===== src/rtl/apb_master_fsm.sv =====
// APB master: pops one {rw, addr, data} entry from the transaction FIFO and
// runs it as a single APB transfer, reporting read data and completion status.
module apb_master_fsm #(
    parameter int ADDR_W  = 32,
    parameter int DATA_W  = 32,
    parameter int ENTRY_W = 1 + ADDR_W + DATA_W,
    parameter int TIMEOUT = 16
) (
    input  logic               clk,
    input  logic               rst,
    input  logic               fifo_empty,
    output logic               fifo_rd_en,
    input  logic [ENTRY_W-1:0] fifo_dout,
    output logic               psel,
    output logic               penable,
    output logic               pwrite,
    output logic [ADDR_W-1:0]  paddr,
    output logic [DATA_W-1:0]  pwdata,
    input  logic [DATA_W-1:0]  prdata,
    input  logic               pready,
    input  logic               pslverr,
    output logic               rd_valid,
    output logic [DATA_W-1:0]  rd_data,
    output logic               done,
    output logic               err,
    output logic               busy,
    output logic [1:0]         dbg_state
);

    // FIFO side: fifo_rd_en is a request, fifo_dout is valid the cycle after it.
    // APB side: psel opens SETUP, penable marks ACCESS, a transfer ends on the
    // first ACCESS cycle that samples pready high (or on timeout).

    localparam int CNT_W = (TIMEOUT > 1) ? $clog2(TIMEOUT) : 1;
    localparam logic [CNT_W-1:0] CNT_LAST = CNT_W'(TIMEOUT - 1);

    typedef enum logic [1:0] {
        S_IDLE   = 2'd0,
        S_LOAD   = 2'd1,
        S_SETUP  = 2'd2,
        S_ACCESS = 2'd3
    } state_t;

    state_t             state_q, state_d;
    logic               pwrite_q, pwrite_d;
    logic [ADDR_W-1:0]  paddr_q, paddr_d;
    logic [DATA_W-1:0]  pwdata_q, pwdata_d;
    logic [DATA_W-1:0]  rd_data_q, rd_data_d;
    logic               rd_valid_q, rd_valid_d;
    logic               done_q, done_d;
    logic               err_q, err_d;
    logic [CNT_W-1:0]   cnt_q, cnt_d;

    always_comb begin
        state_d    = state_q;
        pwrite_d   = pwrite_q;
        paddr_d    = paddr_q;
        pwdata_d   = pwdata_q;
        rd_data_d  = rd_data_q;
        cnt_d      = cnt_q;
        rd_valid_d = 1'b0;
        done_d     = 1'b0;
        err_d      = 1'b0;

        unique case (state_q)
            S_IDLE: begin
                if (!fifo_empty) state_d = S_LOAD;
            end
            S_LOAD: begin
                pwrite_d = fifo_dout[ADDR_W+DATA_W];
                paddr_d  = fifo_dout[DATA_W +: ADDR_W];
                pwdata_d = fifo_dout[DATA_W-1:0];
                cnt_d    = '0;
                state_d  = S_SETUP;
            end
            S_SETUP: begin
                state_d = S_ACCESS;
            end
            S_ACCESS: begin
                if (pready) begin
                    done_d  = 1'b1;
                    err_d   = pslverr;
                    state_d = S_IDLE;
                    // Read data is returned even when the slave flags an error.
                    if (!pwrite_q) begin
                        rd_valid_d = 1'b1;
                        rd_data_d  = prdata;
                    end
                end else if (cnt_q == CNT_LAST) begin
                    done_d  = 1'b1;
                    err_d   = 1'b1;
                    state_d = S_IDLE;
                end else begin
                    cnt_d = cnt_q + CNT_W'(1);
                end
            end
            default: state_d = S_IDLE;
        endcase
    end

    always_ff @(posedge clk) begin
        if (rst) begin
            state_q    <= S_IDLE;
            pwrite_q   <= 1'b0;
            paddr_q    <= '0;
            pwdata_q   <= '0;
            rd_data_q  <= '0;
            rd_valid_q <= 1'b0;
            done_q     <= 1'b0;
            err_q      <= 1'b0;
            cnt_q      <= '0;
        end else begin
            state_q    <= state_d;
            pwrite_q   <= pwrite_d;
            paddr_q    <= paddr_d;
            pwdata_q   <= pwdata_d;
            rd_data_q  <= rd_data_d;
            rd_valid_q <= rd_valid_d;
            done_q     <= done_d;
            err_q      <= err_d;
            cnt_q      <= cnt_d;
        end
    end

    // Pops only from IDLE, and never while reset is held.
    assign fifo_rd_en = (state_q == S_IDLE) && !fifo_empty && !rst;
    assign psel       = (state_q == S_SETUP) || (state_q == S_ACCESS);
    assign penable    = (state_q == S_ACCESS);
    assign pwrite     = pwrite_q;
    assign paddr      = paddr_q;
    assign pwdata     = pwdata_q;
    assign rd_valid   = rd_valid_q;
    assign rd_data    = rd_data_q;
    assign done       = done_q;
    assign err        = err_q;
    assign busy       = (state_q != S_IDLE);
    assign dbg_state  = state_q;

endmodule


===== config.mk =====
export PLATFORM = sky130hd
export DESIGN_NAME = apb_master_fsm
export DESIGN_NICKNAME = d
export VERILOG_FILES = /design/src/rtl/apb_master_fsm.sv
export SDC_FILE = /design/constraint.sdc
export NUM_CORES = 1
export LEC_CHECK = 0
export ABC_AREA = 1
export CORE_UTILIZATION = 35
export CTS_CLUSTER_DIAMETER = 80
export DETAILED_ROUTE_END_ITERATION = 16
export PLACE_DENSITY = 0.72
export SETUP_SLACK_MARGIN = 0.2
export SYNTH_ARGS = -nofsm -noshare
export SYNTH_HDL_FRONTEND = slang
export SYNTH_SLANG_ARGS = --single-unit
export TNS_END_PERCENT = 5

===== constraint.sdc =====
create_clock -name clk -period 1.4 [get_ports clk]
set_input_delay 0.28 -clock clk [delete_from_list [all_inputs] [get_ports clk]]
set_output_delay 0.28 -clock clk [all_outputs]
set_load 0.01 [all_outputs]

# Word-level counts from Yosys, hierarchy flattened
# Cells that the tools add are included.
dict set report classes {
  mux 11
  bitwise 3
  n_eq_ne 8
  n_reduce_logical 13
  add_sub_neg 1
}
# operator n
set op_table {}
lappend op_table {{$mux 4} 2}
lappend op_table {{$pmux 2 s4} 1}
lappend op_table {{$pmux 4 s2} 1}
lappend op_table {{$mux 2} 3}
lappend op_table {{$ne 2x2->1 const B} 3}
lappend op_table {{$reduce_and 3->1} 2}
lappend op_table {{$add 4x1->4 const B} 1}
lappend op_table {{$eq 2x2->1 const B} 2}
lappend op_table {{$eq 4x4->1 const B} 1}
lappend op_table {{$mux 1} 4}
lappend op_table {{$reduce_bool 2->1} 2}
lappend op_table {{$ne 3x1->1 const B} 1}
lappend op_table {{$not 1->1} 3}
lappend op_table {{$reduce_or 3->1} 1}
lappend op_table {{$eq 2x1->1 const B} 1}
lappend op_table {{$logic_and 1x1->1} 2}
lappend op_table {{$logic_not 1->1} 2}
lappend op_table {{$logic_not 2->1} 1}
lappend op_table {{$reduce_and 2->1} 1}
lappend op_table {{$reduce_or 2->1} 1}
lappend op_table {{$logic_or 1x1->1} 1}
dict set report word_totals {
  elab_cells 45
  regBits 106
}

# Longest topological paths before layout
# Gate-level depths: netlist of the first run.
dict set report depth {
  depth_word 4
  ltp_mapped 10
  depth_no_buf 9
}

# Least setup slack after synthesis of the first run
# Ideal clock, no wire load.
dict set report synth_path {
  path_kind {register -> register}
  from {reg state_q[1], in the netlist dbg_state[1]}
  to {reg paddr_q[22], in the netlist paddr[22]}
  slack_ns -0.004
  synth_period_minus_slack_ns 1.404
  arrival_time_ns 1.340
  path_stages_with_launch 9
  n_path_buf 3
  required_time_ns 1.336
  cell_sequence {dfxtp_1 -> inv_1 -> ha_1 -> buf_4 -> inv_2 -> buf_6 -> buf_4 -> nor2_1 -> nor2_1}
}
dict set report synth_via {
  elab_chain_cells 1
}
# item line_no
set synth_rtl {}
lappend synth_rtl {{start, declared} 44} ;# state_t state_q, state_d;
lappend synth_rtl {{start signal, assigned} 113} ;# state_q <= state_d;
lappend synth_rtl {{$eq 2x1->1} 65} ;# unique case (state_q)
lappend synth_rtl {{end signal, assigned} 115} ;# paddr_q <= paddr_d;
lappend synth_rtl {{end, declared} 46} ;# logic [ADDR_W-1:0] paddr_q, paddr_d;
# Every way passes these cells.
# A chain may end at the register's enable or synchronous reset.

# Worst setup path in the final report of the first run
dict set report layout_path {
  from {reg state_q[0], in the netlist dbg_state[0]}
  to {out psel}
}
dict set report layout_via {
  elab_chain_cells 2
  elab_cells_between_ends 3
  cone_classes {eq/ne (2); reduce/logical (1)}
}
# item line_no
set layout_rtl {}
lappend layout_rtl {{$eq 2x2->1} 127} ;# assign psel = (state_q == S_SETUP) || (state_q == S_ACCESS);
lappend layout_rtl {{$logic_or 1x1->1 *} 127}
lappend layout_rtl {{end, declared} 14} ;# output logic psel,
# Every way passes the cells marked *; elsewhere a longest branch is shown, timed or not.

==> results of run 1 <==
==> per-layer routing <==
metal	vias to the layer above	part of all wire [%]
li1	2004	-
met1	1827	44
met2	155	46
met3	8	9.8
met4	0	0.83
met5	-	0
==> registers in the layout, indices dropped and copies added (netlist names) <==
name       flops
rd_data       32
paddr         32
rd_valid       1
dbg_state      2
pwdata        32
cnt_q          4
err            1
pwrite         1
done           1
==> worst min-delay path: stages, from the launching register on <==
cell	delay, ns
sky130_fd_sc_hd__dfxtp_1	0.32
sky130_fd_sc_hd__o21ai_2	0.10
sky130_fd_sc_hd__nor2_1	0.03
==> cells by family (layout without fill, tap and decap cells) <==
group / Yosys count / in the layout
buf+inv: 43 / 260
flops: 106 / 106
simple gates: 233 / 233
compound gates: 103 / 103
fa+ha+maj: 7 / 7
==> cells in the mapped netlist, drive strengths merged <==
cell and number:
dfxtp 106, a21oi 5, nand3 7, nand4 4
nand2 19, inv 12, or2 1, nor3 3
o21a 1, o21ai 97, clkbuf 9, ha 7
buf 22, nor2 199
==> repair_timing <==
item                                    4_1_cts  5_1_grt
hold buffers                                  0        0
buffers inserted                              1        2
endpoints found under the setup margin      207      203
pin swaps                                    62        2
cloned                                        0        3
gates resized for setup                     398      111
==> cells in the final DEF (no fill, tap or decap), types with 6 or more instances in the layout <==
cell and count:
sky130_fd_sc_hd__nor2_1 124, sky130_fd_sc_hd__inv_1 6, sky130_fd_sc_hd__o21ai_1 40, sky130_fd_sc_hd__dfxtp_2 9
sky130_fd_sc_hd__nor2_4 10, sky130_fd_sc_hd__clkbuf_16 13, sky130_fd_sc_hd__buf_12 7, sky130_fd_sc_hd__nand2_1 15
sky130_fd_sc_hd__buf_4 14, sky130_fd_sc_hd__clkdlybuf4s15_2 21, sky130_fd_sc_hd__nor2_2 64, sky130_fd_sc_hd__o21ai_2 21
sky130_fd_sc_hd__o21ai_0 36, sky130_fd_sc_hd__buf_2 38, sky130_fd_sc_hd__clkdlybuf4s50_1 101, sky130_fd_sc_hd__clkbuf_2 40
sky130_fd_sc_hd__dfxtp_1 95
==> power breakdown <==
group / switching, mW / internal [mW] / leakage, nW
Clock: 1.03 / 1.59 / 0.154
Combinational: 3.08 / 2.65 / 1.86
Sequential: 0.549 / 3.98 / 0.873
Total: 4.66 / 8.22 / 2.89
==> worst paths after layout <==
kind	end	cells after the start
worst max-delay path	psel	4
worst max register to register	cnt_q[3]	7
worst min register to register	paddr[3]	2
worst min-delay path	paddr[3]	2
==> area by class of cell <==
type | count | area [sq um] | area share [%]
timing repair buffer | 233 | 2070 | 30.9
sequential | 106 | 2140 | 31.9
inverter | 12 | 72.6 | 1.08
clock inverter | 1 | 30.0 | 0.448
clock buffer | 14 | 285 | 4.26
multi-input combinational | 343 | 1930 | 28.8
tap | 140 | 175 | 2.61
==> per-stage QoR <==
| step | util (%) | hold WS [ns] | total power, mW | cell area [sq um] |
|---|---|---|---|---|
| 6_report | 61.0 | 0.488 | 12.9 | 6700 |
| 5_1_grt | 61.0 | 0.514 | 13.7 | 6700 |
| 4_1_cts | 63.3 | 0.503 | 12.8 | 6950 |
| 3_5_place_dp | 57.1 | 0.484 | 9.64 | 6280 |
| 3_3_place_gp | 57.1 | 0.476 | 9.52 | 6280 |
| 2_1_floorplan | - | 0.339 | 6.94 | 4040 |
==> out/metrics.yaml, run 1 <==
grt.met3_usage_pct: 7.89
flow.area_growth_from_synthesis_pct: 68.0
drt_iter0_markers: 203
finalWorstPathRequiredPeriod_ns: 1.53
detailedPlace.worstSlack_ns: -0.351
final_nets: 814
avgSynthCellArea_sq_um: 8.11
area_fraction_of_the_dominant_cell_type_after_synthesis_pct: 53.2
floorplan.initialDensity_pct: 36.3
main_combinational_cell_family_by_area_after_synthesis: "simple AND/OR/NAND/NOR gates"
die_wd_um: 109
timing.critical_path.from_type: "register"
replace_congestion: 0.750
post_drt_via_cell_ratio: 4.70
final_cells: 849
hold_class: "reg2reg"
critical_path.startpoint: "dbg_state[0]"
worstPathCellList: "inv_6 > ha_4 > or2_4 > buf_6"
wirelength_um: 12000
maxCapViolations: 0
busiest_layer: "met2"
detail_route.wl_per_cell_um: 14.1
critPathSlowestCell: "sky130_fd_sc_hd__dfxtp_4"
coreArea_sq_um: 11000
detailroute.via_count: 3994
timing.rr.start: "dbg_state[0]"
met1_routing_resource_usage_after_global_routing_pct: 23.8
synthSimpleGateAreaFrac_pct: 25.0
met2_usage_pct: 32.3
grt_pass1_vias: 3866
p_leak_nw: 2.89
synth-compound-area-share_pct: 13.0
required_worst_endpoint_ns: 1.12
fin_setup_tns_ns: -0.298
timing.final.max_slew_violations: 0
vdd_drop_max_mv: 0.918
synthXorXnorAreaFrac_pct: 0
synth_top_area_cell: "sky130_fd_sc_hd__dfxtp_1"
synth.area.mux_share_pct: 0
synth.net_count: 601
grt_overflow_total: 0
wire_length_of_the_first_global_routing_pass_um: 18400
htreeDepth: 3
arrival_ns: 1.25
finalCritPeriodShare_pct: 109
grt_usage_pct: 19.7
setup_slack_ns: -0.131
ys.warnings.count: 0
yosys-top-cells-area: "sky130_fd_sc_hd__dfxtp_1, sky130_fd_sc_hd__nor2_1, sky130_fd_sc_hd__o21ai_0"
max_freq_mhz: 653
violated_checks: "setup timing"
dieArea_sq_um: 11800
port-buffer-count: 207
p_per_area_nw_per_um2: 1920
dr.pass1.iters: 4
final-setup-viol-count: 7
timing.reg2reg.setup_slack_ns: -0.02
setup_repair_after_global_routing_missed_its_margin: "yes"
tritoncts_sink_count: 106
route.antenna.remaining_nets: 0
status: "finished with violations"
worst-path-max-fanout: 4
transition_time_at_the_pin_with_the_least_slew_margin_ns: 0.270
cts_tree: "yes"
path_class: "reg2out"
number_of_antenna_violations_at_the_first_check_in_global_routing: 0
antenna_cells: 0
timing.final.hold_violations: 0
die_y_um: 109
tritoncts.num_buffers: 9
fp-row-count: 38
min-delay-start: "paddr[3]"
relSlewSlack_pct: 82.0
place.detailed.hpwl_um: 7960
detail_route.drc_violations: 0
max-clock-path-buffers: 2
grt_start_max_net_pins: 46
synth_fa_ha_area_share_pct: 2.19
clk_transition_reported_paths_ns: 0.06
dp.cells: 828
fin_skew_ns: 0.00712
critical_path.n_buffers_inverters: 2
worst_skew_pair.late_latency_ns: 0.33
post_route_cells_drive_above_1_share_pct: 38.1
clock_tree.root_cell: "sky130_fd_sc_hd__clkbuf_16"
syn-instance-count: 492
worst_path_dominant_cell_family: "flip-flops"
synthDistinctLibCells: 24
setup.worst_path.end_class: "output port"
final.fill_count: 997
ys_seq_area_share_pct: 53.2
max_stage_delay_ns: 0.38
ys_seq_elements: 106
syn_area_sq_um: 3990
ios: 208
No activity file was read; power rests on OpenSTA's default activity.
==> inputs of run 2 (changes only) <==
--- a/config.mk
+++ b/config.mk
@@ -10,6 +10,7 @@
 export CTS_CLUSTER_DIAMETER = 80
 export DETAILED_ROUTE_END_ITERATION = 16
 export PLACE_DENSITY = 0.72
+export RECOVER_POWER = 100
 export SETUP_SLACK_MARGIN = 0.2
 export SYNTH_ARGS = -nofsm -noshare
 export SYNTH_HDL_FRONTEND = slang
==> run 2 against run 1 <==
The run still ends with setup timing left. Combinational power down 3%. Highest routed layer unchanged. Setup slack better by 0.0013 ns. Critical path depth unchanged.
==> out/metrics.yaml, run 2 (synthesized netlist as in run 1, its figures left out) <==
p_int_mw: 8.04  # -2.1%
setup_slack_ns: -0.129  # +0.00128 ns
die_wd_um: 109  # unchanged
power.share.combinational_pct: 43.8  # -0.7 points
timing.critical_path.from_type: "register"
replace_congestion: 0.750  # unchanged
wirelength_um: 12000  # +0.44%
multi_input_comb_area_sq_um: 1930  # -0.19%
drt_iter0_markers: 244  # +20%
detailroute.via_count: 4039  # +1.1%
ios: 208  # unchanged
fin_setup_tns_ns: -0.328  # -0.0305 ns
post_drt_via_cell_ratio: 4.76  # +1.1%
wire_length_of_the_first_global_routing_pass_um: 18400  # unchanged
setup_repair_after_global_routing_missed_its_margin: "yes"
max-clock-path-buffers: 2  # unchanged
ctsHoldBuffers: 0  # unchanged
tritoncts_sink_count: 106  # unchanged
transition_time_at_the_pin_with_the_least_slew_margin_ns: 0.272  # +0.00220 ns
vdd_drop_max_mv: 0.889  # -3.1%
setup.worst_path.end_class: "output port"
relSlewSlack_pct: 81.9  # -0.15 points
worst-path-max-fanout: 4  # unchanged
power.switching_fraction_pct: 36.7  # +0.53 points
tritoncts.num_buffers: 9  # unchanged
place.detailed.hpwl_um: 7960  # unchanged
critPathSlowestCell: "sky130_fd_sc_hd__dfxtp_4"
switch_pwr_mw: 4.67  # +0.18%
cts_tree: "yes"
grt_pass1_vias: 3866  # unchanged
detail_route.drc_violations: 0  # unchanged
fin_skew_ns: 0.00706  # -0.0000672 ns
detail_route.wl_per_cell_um: 14.2  # +0.44%
timing.final.hold_violations: 0  # unchanged
grt_usage_pct: 19.7  # unchanged
layout.cell_area.non_filler_sq_um: 6590  # -1.6%
path_class: "reg2out"
maxCapViolations: 0  # unchanged
final_nets: 814  # unchanged
post_route_cells_drive_above_1_share_pct: 26.0  # -12 points
final-setup-viol-count: 8  # +1
max_stage_delay_ns: 0.38  # about the same
grt_start_max_net_pins: 46  # unchanged
dr.pass1.iters: 4  # unchanged
placed_instance_area_sq_um: 6280  # unchanged
layout_commonest_cell: "sky130_fd_sc_hd__nor2_1"
worstPathCellList: "inv_6 > ha_4 > or2_4 > buf_6"
required_worst_endpoint_ns: 1.12  # about the same
worst_skew_pair.late_latency_ns: 0.33  # about the same
timing.final.max_slew_violations: 0  # unchanged
coreArea_sq_um: 11000  # unchanged
final.fill_count: 1019  # +2.2%
clk_transition_reported_paths_ns: 0.06  # about the same
clkPwrFrac_pct: 20.6  # +0.3 points
route.antenna.remaining_nets: 0  # unchanged
p_per_area_nw_per_um2: 1930  # +0.37%
number_of_antenna_violations_at_the_first_check_in_global_routing: 0  # unchanged
clock_tree.root_cell: "sky130_fd_sc_hd__clkbuf_16"
dieArea_sq_um: 11800  # unchanged
flow.area_growth_from_synthesis_pct: 65.2
hold_class: "reg2reg"
max_freq_mhz: 654  # about the same
htreeDepth: 3  # unchanged
seq_power_share_pct: 35.6  # +0.4 points
port-buffer-count: 207  # unchanged
floorplan.initialDensity_pct: 36.3  # unchanged
fp-row-count: 38  # unchanged
p_leak_nw: 2.60  # -9.8%
grt_overflow_total: 0  # unchanged
arrival_ns: 1.25  # about the same
finalCritPeriodShare_pct: 109  # about the same
violated_checks: "setup timing"
status: "finished with violations"
regArea_sq_um: 2140  # -0.18%
final_cell_mix: "sky130_fd_sc_hd__nor2_1, sky130_fd_sc_hd__clkdlybuf4s50_1, sky130_fd_sc_hd__dfxtp_1, sky130_fd_sc_hd__clkbuf_1, sky130_fd_sc_hd__nor2_2"
antenna_cells: 0  # unchanged
die_y_um: 109  # unchanged
finalWorstPathRequiredPeriod_ns: 1.53  # -0.00128 ns
## run 2: changes by cell type in the layout (fill, tap and decap cells not counted), sizes merged
cell	previous run	this run
buf	65	31
clkbuf	57	91
clkdlybuf4s15	23	13
clkdlybuf4s25	0	10
## run 2: metal layers
| layer | part of all wire [%] | vias up | track usage [%] | wire length [um] |
|---|---|---|---|---|
| met4 | 1.0 | 0 | 5.12 | 126 |
| met5 | 0 | - | 0 | 0 |
| li1 | - | 2007 | - | - |
| met1 | 43 | 1849 | 23.8 | 5200 |
| met3 | 10 | 12 | 7.89 | 1200 |
| met2 | 46 | 171 | 32.3 | 5500 |
## run 2: power by group through the flow
stage                     Clock, mW  Combinational, mW  Sequential, mW
after floorplan                   0               2.02            4.92
after CTS                      2.70               5.61            4.50
after detailed placement          0               5.15            4.48
after global routing           2.85               6.09            4.64
after global placement            0               5.09            4.43
final                          2.62               5.57            4.53
## run 2: area by class of cell
| type | instances | share of cell area, % |
|---|---|---|
| clock buffers | 14 | 4.33 |
| clock inverters | 1 | 0.455 |
| inverters | 12 | 1.10 |
| multi-input cells | 343 | 29.2 |
| flip-flops and latches | 106 | 32.4 |
| well taps | 140 | 2.66 |
| repair buffers | 233 | 29.8 |
## run 2: worst paths after layout
| path | start | to | slack [ns] | cells past startpoint |
|---|---|---|---|---|
| hold / removal | paddr[3] | paddr[3] | 0.49 | 2 |
| setup / recovery | dbg_state[0] | psel | -0.13 | 4 |
| hold reg to reg | paddr[3] | paddr[3] | 0.49 | 2 |
| setup reg to reg | dbg_state[0] | cnt_q[3] | -0.03 | 7 |
## run 2: timing repair
action                                  CTS  global route
setup buffers                             1             2
pin swaps                                62             2
resized for setup                       398           111
endpoints found under the setup margin  207           203
cloned                                    0             3
## run 2: critical path: cells and delay by family (launching register included)
kind,cells,cell delay [ns]
adder cells (fa/ha/maj),1,0.15
buffers and inverters,2,0.17
flip-flops,1,0.38
AND/OR/NAND/NOR,1,0.22
## run 2: through the flow
| step | std cells | power, mW | util, % | worst slack [ns] | hold slack [ns] |
|---|---|---|---|---|---|
| floorplan | 492 | 6.94 | - | 0.148 | 0.339 |
| global placement | 828 | 9.52 | 57.1 | -0.320 | 0.476 |
| detailed placement | 828 | 9.64 | 57.1 | -0.351 | 0.484 |
| CTS | 844 | 12.8 | 63.3 | -0.144 | 0.503 |
| global route | 849 | 13.6 | 60.0 | -0.174 | 0.516 |
| finish | 849 | 12.7 | 60.0 | -0.129 | 0.491 |
==> inputs of run 3 (changes only) <==
--- a/config.mk
+++ b/config.mk
@@ -6,6 +6,7 @@
 export NUM_CORES = 1
 export LEC_CHECK = 0
 export ABC_AREA = 1
+export CAP_MARGIN = 20
 export CORE_UTILIZATION = 35
 export CTS_CLUSTER_DIAMETER = 80
 export DETAILED_ROUTE_END_ITERATION = 16
==> results of run 3 <==
Final layout, timing and power as in run 2 (identical DEF).
